--- src/rtl/key_history_matcher_if.sv ---
// Handshake and status bundle between the keystroke source and the history matcher.
// Master drives key codes and control; slave reports readiness, result and LED state.
interface key_history_matcher_if #(
  parameter int DEPTH  = 16,
  parameter int CODE_W = 9
);
  localparam int FC_W = $clog2(DEPTH + 1);

  logic              code_valid;
  logic [CODE_W-1:0] code_in;
  logic              mode;
  logic              clear;
  logic              ready;
  logic              match;
  logic              done;
  logic [FC_W-1:0]   fill_count;
  logic              blink_o;

  modport master (
    output code_valid, code_in, mode, clear,
    input  ready, match, done, fill_count, blink_o
  );

  modport slave (
    input  code_valid, code_in, mode, clear,
    output ready, match, done, fill_count, blink_o
  );
endinterface

--- src/rtl/key_history_matcher.sv ---
// Keeps the last DEPTH key codes and checks them for a repeat or palindrome pattern,
// one pair per cycle, reporting a sticky match flag and a status LED blink.
module key_history_matcher #(
  parameter int DEPTH     = 16,
  parameter int CODE_W    = 9,
  parameter int BLINK_DIV = 6250000
) (
  input logic                  Clock_50,
  input logic                  Reset,
  key_history_matcher_if.slave bus
);
  localparam int HALF  = DEPTH / 2;
  localparam int FC_W  = $clog2(DEPTH + 1);
  localparam int WIN_W = $clog2(DEPTH);
  localparam int IDX_W = (HALF > 1) ? $clog2(HALF) : 1;
  localparam int BC_W  = (BLINK_DIV > 1) ? $clog2(BLINK_DIV) : 1;

  localparam logic [1:0] S_IDLE    = 2'd0;
  localparam logic [1:0] S_COMPARE = 2'd1;
  localparam logic [1:0] S_RESULT  = 2'd2;

  logic [1:0]                   state_q, state_d;
  logic [DEPTH-1:0][CODE_W-1:0] win_q, win_d;
  logic [FC_W-1:0]              fill_q, fill_d;
  logic [IDX_W-1:0]             idx_q, idx_d;
  logic                         mode_q, mode_d;
  logic                         result_q, result_d;
  logic                         match_q, match_d;
  logic                         done_q, done_d;
  logic                         blink_q, blink_d;
  logic [BC_W-1:0]              bcnt_q, bcnt_d;
  logic [WIN_W-1:0]             ia, ib;
  logic                         pair_eq;

  // Partner of w[idx]: second half for REPEAT, mirrored slot for PALINDROME.
  always_comb begin
    ia      = WIN_W'(idx_q);
    ib      = mode_q ? (WIN_W'(DEPTH - 1) - WIN_W'(idx_q)) : (WIN_W'(idx_q) + WIN_W'(HALF));
    pair_eq = (win_q[ia] == win_q[ib]);
  end

  always_comb begin
    state_d  = state_q;
    win_d    = win_q;
    fill_d   = fill_q;
    idx_d    = idx_q;
    mode_d   = mode_q;
    result_d = result_q;
    match_d  = match_q;
    done_d   = 1'b0;
    if (bus.clear) begin
      state_d = S_IDLE;
      win_d   = '0;
      fill_d  = '0;
      idx_d   = '0;
      match_d = 1'b0;
    end else begin
      case (state_q)
        S_IDLE: begin
          if (bus.code_valid) begin
            win_d = {win_q[DEPTH-2:0], bus.code_in};
            if (fill_q != FC_W'(DEPTH)) fill_d = fill_q + 1'b1;
            if (fill_q >= FC_W'(DEPTH - 1)) begin
              state_d = S_COMPARE;
              mode_d  = bus.mode;
              idx_d   = '0;
            end else begin
              match_d = 1'b0;
            end
          end
        end
        S_COMPARE: begin
          if (!pair_eq) begin
            result_d = 1'b0;
            state_d  = S_RESULT;
          end else if (idx_q == IDX_W'(HALF - 1)) begin
            result_d = 1'b1;
            state_d  = S_RESULT;
          end else begin
            idx_d = idx_q + 1'b1;
          end
        end
        S_RESULT: begin
          match_d = result_q;
          done_d  = 1'b1;
          state_d = S_IDLE;
        end
        default: state_d = S_IDLE;
      endcase
    end
  end

  // Counting starts the cycle after match rises so the first toggle lands BLINK_DIV cycles later.
  always_comb begin
    bcnt_d  = bcnt_q;
    blink_d = blink_q;
    if (!match_d) begin
      bcnt_d  = '0;
      blink_d = 1'b0;
    end else if (match_q) begin
      if (bcnt_q == BC_W'(BLINK_DIV - 1)) begin
        bcnt_d  = '0;
        blink_d = ~blink_q;
      end else begin
        bcnt_d = bcnt_q + 1'b1;
      end
    end
  end

  always_ff @(posedge Clock_50 or posedge Reset) begin
    if (Reset) begin
      state_q  <= S_IDLE;
      win_q    <= '0;
      fill_q   <= '0;
      idx_q    <= '0;
      mode_q   <= 1'b0;
      result_q <= 1'b0;
      match_q  <= 1'b0;
      done_q   <= 1'b0;
      blink_q  <= 1'b0;
      bcnt_q   <= '0;
    end else begin
      state_q  <= state_d;
      win_q    <= win_d;
      fill_q   <= fill_d;
      idx_q    <= idx_d;
      mode_q   <= mode_d;
      result_q <= result_d;
      match_q  <= match_d;
      done_q   <= done_d;
      blink_q  <= blink_d;
      bcnt_q   <= bcnt_d;
    end
  end

  assign bus.ready      = (state_q == S_IDLE);
  assign bus.match      = match_q;
  assign bus.done       = done_q;
  assign bus.fill_count = fill_q;
  assign bus.blink_o    = blink_q;
endmodule

--- src/flat_wrapper.sv ---
// flat-port wrapper written by rule: the top's interface ports become plain ports
module key_history_matcher_flat 
#(
  parameter int DEPTH     = 16,
  parameter int CODE_W    = 9,
  parameter int BLINK_DIV = 6250000
)
  (Clock_50, Reset, bus_code_valid, bus_code_in, bus_mode, bus_clear, bus_ready, bus_match, bus_done, bus_fill_count, bus_blink_o);
  key_history_matcher_if #(.DEPTH(DEPTH), .CODE_W(CODE_W)) bus_i ();
  input logic Clock_50;
  input logic Reset;
  input wire logic [$bits(bus_i.code_valid)-1:0] bus_code_valid;
  input wire logic [$bits(bus_i.code_in)-1:0] bus_code_in;
  input wire logic [$bits(bus_i.mode)-1:0] bus_mode;
  input wire logic [$bits(bus_i.clear)-1:0] bus_clear;
  output wire logic [$bits(bus_i.ready)-1:0] bus_ready;
  output wire logic [$bits(bus_i.match)-1:0] bus_match;
  output wire logic [$bits(bus_i.done)-1:0] bus_done;
  output wire logic [$bits(bus_i.fill_count)-1:0] bus_fill_count;
  output wire logic [$bits(bus_i.blink_o)-1:0] bus_blink_o;
  assign bus_i.code_valid = bus_code_valid;
  assign bus_i.code_in = bus_code_in;
  assign bus_i.mode = bus_mode;
  assign bus_i.clear = bus_clear;
  assign bus_ready = bus_i.ready;
  assign bus_match = bus_i.match;
  assign bus_done = bus_i.done;
  assign bus_fill_count = bus_i.fill_count;
  assign bus_blink_o = bus_i.blink_o;
  key_history_matcher #(.DEPTH(DEPTH), .CODE_W(CODE_W), .BLINK_DIV(BLINK_DIV)) u_core (.Clock_50(Clock_50), .Reset(Reset), .bus(bus_i));
endmodule
--- config.mk ---
export PLATFORM = sky130hd
export DESIGN_NAME = key_history_matcher_flat
export DESIGN_NICKNAME = d
export VERILOG_FILES = /design/src/rtl/key_history_matcher_if.sv /design/src/rtl/key_history_matcher.sv /design/src/flat_wrapper.sv
export SDC_FILE = /design/constraint.sdc
export NUM_CORES = 1
export LEC_CHECK = 0
export CORE_MARGIN = 5
export CORE_UTILIZATION = 55
export DETAILED_ROUTE_END_ITERATION = 10
export PLACE_DENSITY = 0.71
export SLEW_MARGIN = 20
export SYNTH_ARGS = -nofsm -noshare
export SYNTH_HDL_FRONTEND = slang
export SYNTH_SLANG_ARGS = --single-unit
--- constraint.sdc ---
create_clock -name Clock_50 -period 11.4 [get_ports Clock_50]
set_input_delay 3.42 -clock Clock_50 [delete_from_list [all_inputs] [get_ports Clock_50]]
set_output_delay 3.42 -clock Clock_50 [all_outputs]
set_load 0.02 [all_outputs]
# After elaboration in Yosys (flattened, before gate mapping)
# Cells that the tools add are included.
# op_classes
n_addsub	5
muxes	38
order_cmp	3
n_eq_ne	14
n_bitwise	2
n_reduce_logical	12
# ops
cell	count
two-way mux 144 bit	3
two-way mux 23 bit	3
binary-select mux 9 bit (select 4 bit)	1
binary-select mux 9 bit (select 3 bit)	1
adder 23 x 1 -> 23 bit (second input constant)	1
== test 23 bit (second input constant)	1
two-way mux 5 bit	4
two-way mux 9 bit	2
two-way mux 3 bit	5
two-way mux 1 bit	10
two-way mux 2 bit	5
== test 9 bit	1
AND reduction 3 bit	3
inequality test 3 x 2 -> 1 bit (second input constant)	2
inequality test 3 bit (second input constant)	2
one-hot mux 3 bit (2 select lines)	1
nonzero test 2 bit	3
adder 5 x 1 -> 5 bit (second input constant)	1
>= comparator 5 x 4 -> 1 bit (second input constant)	1
< comparator 3 x 5 -> 1 bit (second input constant)	1
< comparator 4 x 5 -> 1 bit (second input constant)	1
inequality test 5 bit (second input constant)	1
AND reduction 5 bit	1
adder 3 x 4 -> 4 bit (second input constant)	1
other kinds (16)	19
# totals
reg_bits	182
output_inout_bits	9
wordCells	99

# Longest topological paths before layout
# Gate-level depths: netlist of the first run.
# depth
ltp_word	8
depth_mapped	12
ltp_nobuf	11

# Least setup slack after synthesis of the first run
# OpenSTA, ideal clock, no wires.
# synth_timing
kind	input -> register
from	in bus_code_valid
to	reg u_core.bcnt_q[11]
setup_slack_ns	6.565
setup_ns	0.132
cell_stages	7
arrival_time_ns	4.703
path_cell_list	and2_0 > a211oi_1 > o41ai_1 > inv_1 > nor2_1 > clkbuf_1 > nor2_1
# synth_via
elab_chain_len	4
# synth_lines
element	line_no	rtl
start, declared	flat_wrapper.sv:12	input wire logic [$bits(bus_i.code_valid)-1:0] bus_code_valid;
two-way mux 1 bit *	key_history_matcher.sv:60	if (bus.code_valid) begin
one-hot mux 1 bit (2 select lines) *	key_history_matcher.sv:58	case (state_q)
two-way mux 1 bit *	key_history_matcher.sv:51	if (bus.clear) begin
named net u_core.match_d	key_history_matcher.sv:28	logic match_q, match_d;
inequality test 2 x 1 -> 1 bit (no source line) or two-way mux 23 bit (tied branches)	--	
end signal, assigned	key_history_matcher.sv:132	bcnt_q <= bcnt_d;
end, declared	key_history_matcher.sv:31	logic [BC_W-1:0] bcnt_q, bcnt_d;
# The timed path passes the listed nets; every way through them passes the cells marked *.
# A chain may end at the register's enable or synchronous reset.

# Worst setup path after layout of the first run
# layout_timing
from	in bus_code_valid
to	reg u_core.blink_q (netlist: u_core.bus.blink_o)
# layout_via
elab_chain_len	5
# layout_lines
element	line_no	rtl
two-way mux 1 bit *	key_history_matcher.sv:60	
one-hot mux 1 bit (2 select lines) *	key_history_matcher.sv:58	
two-way mux 1 bit *	key_history_matcher.sv:51	
named net u_core.match_d	key_history_matcher.sv:28	
inequality test 2 bit (no source line) or inequality test 2 x 1 -> 1 bit (tied branches)	--	
AND reduction 2 bit (no source line)	--	
end signal, assigned	key_history_matcher.sv:131	blink_q <= blink_d;
end, declared	key_history_matcher.sv:30	logic blink_q, blink_d;
# Marks and branches as above.

==> results of run 1 <==
==> worst paths after layout <==
check	slack (ns)	depth (start not counted)	endpoint
setup / recovery	5.88	9	u_core.bus.blink_o$_DFFE_PP0P_
hold / removal	0.47	1	u_core.bus.blink_o$_DFFE_PP0P_
setup reg to reg	7.72	10	u_core.idx_q[0]$_DFFE_PP0P_
hold reg to reg	0.47	1	u_core.bus.blink_o$_DFFE_PP0P_
max in group asynchronous	6.50	3	u_core.win_q[105]$_DFFE_PP0P_
min in group asynchronous	3.49	2	u_core.win_q[12]$_DFFE_PP0P_
==> worst max-delay path: stages <==
cell and delay [ns]:
clkdlybuf4s50_1 0.56, and2_4 0.52, a211oi_1 0.23, o41ai_1 0.11, buf_4 0.21, inv_1 0.07, nor2_2 0.51, nand2_1 0.11
mux2i_1 0.13
==> flip-flops by register name (all words and copies together), names as in the netlist <==
register               flops
u_core.bus.blink_o         1
u_core.win_q             144
u_core.bus.done            1
u_core.idx_q               3
u_core.mode_q              1
u_core.state_q             2
u_core.bus.fill_count      5
u_core.result_q            1
u_core.bus.match           1
u_core.bcnt_q             23
==> layout by cell type (no fill, tap or decap), types with 3 or more instances in the layout <==
master and instances:
and2_1 5, nand3b_1 3, or3_1 8, inv_1 8, and3_1 10, nand4_1 4, nor4b_1 3, nor2b_1 13
o221a_2 3, clkdlybuf4s50_1 21, mux2i_1 9, o21a_1 4, mux4_2 18, o221ai_1 23, nand2_1 311, a21oi_1 160
dfrtp_1 180, bufinv_16 4, clkinv_4 5, o22ai_1 11, o31ai_1 6, clkbuf_16 17, nor3_1 17, nand4b_1 4
buf_4 11, xor2_1 12, xnor2_1 7, clkinvlp_4 3, nor2_1 39, nand2b_1 9, o21ai_0 26, nand3_1 14
ha_1 6
==> synth_stat cells (all sizes together), types with 3 or more instances <==
cell	instances	area, µm²
o22ai	11	68.8
o31ai	6	45.0
nor2b	13	81.3
o21a	4	30.0
a21oi	160	801
nand4b	4	35.0
nor2	40	150
o221a	3	33.8
nor3	18	95.1
o221ai	24	216
inv	10	37.5
nor4b	3	26.3
nand2	312	1170
mux2i	9	90.1
clkbuf	48	180
mux4	18	405
and3	10	62.6
nand3b	3	22.5
dfrtp	182	4550
or3b	4	37.5
or3	9	61.3
nand4	5	37.5
nand3	14	70.1
and2	7	46.3
xor2	13	121
buf	25	145
xnor2	7	61.3
o21ai	28	140
ha	6	75.1
nand2b	9	56.3
==> per-layer routing <==
metal	track usage	up-vias	routed length (µm)	share of wire
li1	-	3550	-	-
met1	0.324	3679	9900	0.48
met2	0.344	126	9810	0.47
met4	0.0505	0	251	0.012
met3	0.0460	23	795	0.038
met5	0	-	0	0
==> cells by family (layout without fill, tap and decap cells) <==
| group | after synthesis | after routing | share of synthesized area |
|---|---|---|---|
| multiplexers | 27 | 27 | 0.0535 |
| buffers and inverters | 83 | 74 | 0.0392 |
| flip-flops | 182 | 182 | 0.491 |
| XOR/XNOR | 20 | 20 | 0.0197 |
| adder cells (fa/ha/maj) | 6 | 6 | 0.00810 |
| AND/OR/NAND/NOR | 459 | 459 | 0.217 |
| AO/OA/AOI/OAI | 261 | 261 | 0.171 |
==> stage by stage <==
step / power [mW] / worst slack (ns) / cell area, µm² / cells / util
6_report: 1.39 / 5.88 / 10200 / 1249 / 0.613
3_5_place_dp: 0.768 / 5.08 / 9530 / 1217 / 0.575
3_3_place_gp: 0.766 / 5.14 / 9530 / 1217 / 0.575
4_1_cts: 1.40 / 5.56 / 10200 / 1249 / 0.613
2_1_floorplan: 0.738 / 3.04 / 9270 / 1038 / -
5_1_grt: 1.45 / 5.59 / 10200 / 1249 / 0.613
==> area by class of cell <==
| type | count | share of cell area |
|---|---|---|
| Clock inverter | 14 | 0.0197 |
| Inverter | 10 | 0.00443 |
| Sequential cell | 182 | 0.448 |
| Timing Repair Buffer | 32 | 0.0288 |
| Multi-Input combinational cell | 773 | 0.429 |
| Clock buffer | 18 | 0.0432 |
| Tap cell | 220 | 0.0271 |
==> where the power goes <==
part	switching, mW	internal, mW	leakage (nW)
Sequential	0.00477	0.650	2.53
Combinational	0.0697	0.0291	1.27
Clock	0.264	0.375	0.303
Total	0.339	1.05	4.10
==> results.yml, run 1 <==
setup_path:
  cp-startpoint: "bus_code_valid"
  worstSetupStartpointType: "input port"
  crit_required_ns: 11.75
  critPathCaptureType: "register"
  crit_fanout: 50
  critPathArrivalTime_ns: 5.88
  crit_type: "input port to register"
  r2r_start: "u_core.idx_q[0]$_DFFE_PP0P_"
synthesis:
  syn_inst: 1038
  synth_area_um2: 9270
  syn_area_per_cell_um2: 8.93
  synth.distinct_cells: 69
  yosysSeqAreaShare: 0.491
  synth_flop_cell: "dfrtp_1"
  ys_ff_latch: 182
  yosys_warnings: 0
  syn-num-nets: 1058
  ys_async_sr_fraction: 1.00
  synth_edf_count: 0
clocking:
  clockBufferDepth: 2
  tritoncts: "done"
  post-cts-setup-buffers: 0
  clkLatencyLatePin_ns: 0.44
  hold_buffers: 0
  clockRootBuffer: "clkbuf_16"
  cts_sinks: 182
  cts_resized: 0
  path_clk_slew_ns: 0.06
  htreeDepth: 4
  cts_buffers: 17
placement:
  routabilityCongestion: 0.772
  numPortBuffers: 22
  dpl.hpwl_mm: 12.0
floorplanning:
  ioPinCount: 23
  num_rows: 47
  start_util: 0.559
  die_w_um: 140
  dieArea_um2: 19500
  fp.dieH_um: 140
  fp.coreArea_um2: 16600
power_and_ir_drop:
  p_leak_nw: 4.10
  ir_worst_vdd_uv: 120
  power.density_nw_per_um2: 137
sta:
  fin_skew_ns: 0.0101
  drv_slew: 0
  worst_pin_slew_ns: 1.02
  rsz0062_at_grt: "false"
  setup-violations-final: 0
  min_period_ns: 5.52
  finalCritPeriodShare: 0.484
  finalSetupTns_ns: 0
  slew_headroom: 0.322
  hold-worst-slack_ns: 0.469
  hold_viol_final: 0
  fmax_mhz: 181
finish:
  n_antenna_cell: 0
  area_growth_pct: 9.76
  fillCellCount: 1411
  layout.nets: 1036
  drive_gt1_frac: 0.0797
  final-seq-area_um2: 4560
  multiInputGateArea_um2: 4360
routing:
  finalWirelength_mm: 20.8
  dr.pass1.iters: 5
  vias: 7378
  drt-initial-drc-count: 647
  wire_per_inst_um: 16.6
  drc: 0
  vias_per_cell: 5.91
  ant_nets: 0
grt:
  overflow: 0
  grt_antenna_before_repair: 0
  grt_usage: 0.222
  grt_pass1_wl_mm: 35.9
  grt_max_degree: 111
  grt_pass1_vias: 7117
job:
  max_cap_viol_count: 0
run_status:
  status: "finished clean"
min_path:
  holdCritPathClass: "register to register"
  min-delay-start: "u_core.bus.blink_o$_DFFE_PP0P_"
No activity file was read; power rests on OpenSTA's default activity.
==> run 2, diff against run 1 <==
Clock period 11.4 ns to 5.6 ns, I/O delays scaled along.
==> run 2 against run 1 <==
Non-clock buffer count is 1 higher; die area stayed put; sequential share of layout area is 0.14 points higher; combinational power is 100% higher; clock skew hardly changed; final cell count hardly changed; register-to-register slack worse by 5.9 ns; flip-flop and latch count stayed put; via count is 0.69% higher; critical path depth stayed put; worst hold slack hardly changed; largest cell class unchanged.
==> results.yml, run 2 (synthesis gave the netlist of run 1 again) <==
run_status:
  status: "finished clean"
sta:
  finalSetupTns_ns: 0
  hold_viol_final: 0
  layout_setup_ws_ns: 1.82
  fin_skew_ns: 0.0102
  drv_slew: 0
  hold-worst-slack_ns: 0.469
  fmax_mhz: 265
  slew_headroom: 0.300
  min_period_ns: 3.78
  setup-violations-final: 0
  worst_pin_slew_ns: 1.05
  finalCritPeriodShare: 0.674
  rsz0062_at_grt: "false"
finish:
  final_util: 0.611
  layout.nets: 1037
  regMostFlops: "u_core.win_q"
  largest_register_ffs: 144
  drive_gt1_frac: 0.0796
  design_area_um2: 10100
  fillCellCount: 1433
  layout_commonest_cell: "nand2_1"
  n_antenna_cell: 0
  final_cell_mix: "nand2_1 (311), dfrtp_1 (180), a21oi_1 (160), nor2_1 (40), o21ai_0 (26)"
  area_growth_pct: 9.41
  instances_no_fill: 1250
grt:
  grt_antenna_before_repair: 0
  met3_usage: 0.0422
  grt_pass1_wl_mm: 35.5
  grt_usage: 0.219
  overflow: 0
  grt_max_degree: 183
  gr-max-usage-layer: "met2"
  met2_usage: 0.337
  grt_pass1_vias: 7015
  use_met1: 0.319
power_and_ir_drop:
  power.density_nw_per_um2: 269
  power.total_mw: 2.73
  ir_worst_vdd_uv: 230
  p_leak_nw: 4.07
clocking:
  tritoncts: "done"
  hold_buffers: 0
  clkLatencyLatePin_ns: 0.43
  cts_buffers: 17
  cts_sinks: 182
  post-cts-setup-buffers: 0
  htreeDepth: 4
  cts_resized: 0
  clockRootBuffer: "clkbuf_16"
  path_clk_slew_ns: 0.07
  clockBufferDepth: 2
routing:
  vias: 7429
  vias_per_cell: 5.94
  dr.pass1.iters: 5
  drc: 0
  wire_per_inst_um: 16.8
  finalWirelength_mm: 20.9
  drt-initial-drc-count: 711
  ant_nets: 0
setup_path:
  crit_type: "register to register"
  crit_fanout: 32
  rr_endpoint: "u_core.idx_q[0]$_DFFE_PP0P_"
  reg2reg_depth: 9
  worstSetupStartpointType: "register"
  endpoint: "u_core.idx_q[0]$_DFFE_PP0P_"
  critPathArrivalTime_ns: 4.09
  cp-startpoint: "u_core.idx_q[0]$_DFFE_PP0P_"
  critPathCaptureType: "register"
  r2r_slack_ns: 1.82
  crit_required_ns: 5.91
  r2r_start: "u_core.idx_q[0]$_DFFE_PP0P_"
floorplanning:
  fp.coreArea_um2: 16600
  start_util: 0.559
  ioPinCount: 23
  die_w_um: 140
  num_rows: 47
  fp.dieH_um: 140
  dieArea_um2: 19500
placement:
  dpl.hpwl_mm: 12.2
  dpl.cell_count: 1218
  routabilityCongestion: 0.791
  dpl_cell_area_um2: 9550
  numPortBuffers: 22
  dp_slack_ns: 1.39
min_path:
  holdCritPathClass: "register to register"
  min-delay-start: "u_core.bus.blink_o$_DFFE_PP0P_"
job:
  max_cap_viol_count: 0
## run 2: cell count changes in the layout (fill, tap and decap cells not counted), sizes merged
| cell | delta |
|---|---|
| bufinv | -2 |
| clkinvlp | +2 |
| buf | +1 |
## run 2: final cells by class
class / count / area [µm²] / area share
sequential: 182 / 4560 / 0.449
clock inverter: 14 / 153 / 0.0151
timing repair buffer: 33 / 317 / 0.0312
inverter: 10 / 41.3 / 0.00407
clock buffer: 18 / 429 / 0.0423
multi-input combinational: 773 / 4370 / 0.431
tap: 220 / 275 / 0.0271
## run 2: worst min-delay path by stage
stage                                           endpoint  slack [ns]  depth (start not counted)
after floorplan            u_core.bcnt_q[10]$_DFFE_PP0P_        0.46                          1
after global placement    u_core.bus.blink_o$_DFFE_PP0P_        0.46                          1
after detailed placement  u_core.bus.blink_o$_DFFE_PP0P_        0.47                          1
after CTS                 u_core.bus.blink_o$_DFFE_PP0P_        0.48                          1
after global routing      u_core.bus.blink_o$_DFFE_PP0P_        0.49                          1
final                     u_core.bus.blink_o$_DFFE_PP0P_        0.47                          1
## run 2: power breakdown
part / leakage (nW) / internal [mW] / switching (mW)
sequential: 2.53 / 1.32 / 0.0129
combinational: 1.28 / 0.0608 / 0.138
clock: 0.273 / 0.661 / 0.532
## run 2: worst max-delay path: stages, from the launching register on
cell	delay (ns)
dfrtp_2	0.82
buf_4	0.48
or3b_1	0.47
o221ai_1	0.19
nor3_1	0.08
or3_4	0.38
a2111oi_4	0.47
nand4_2	0.17
or2_0	0.25
a221o_1	0.32
## run 2: metal layers
layer / part of all wire / vias to the layer above
met3: 0.043 / 20
met4: 0.011 / 0
met2: 0.47 / 163
met5: 0 / -
li1: - / 3562
met1: 0.47 / 3684
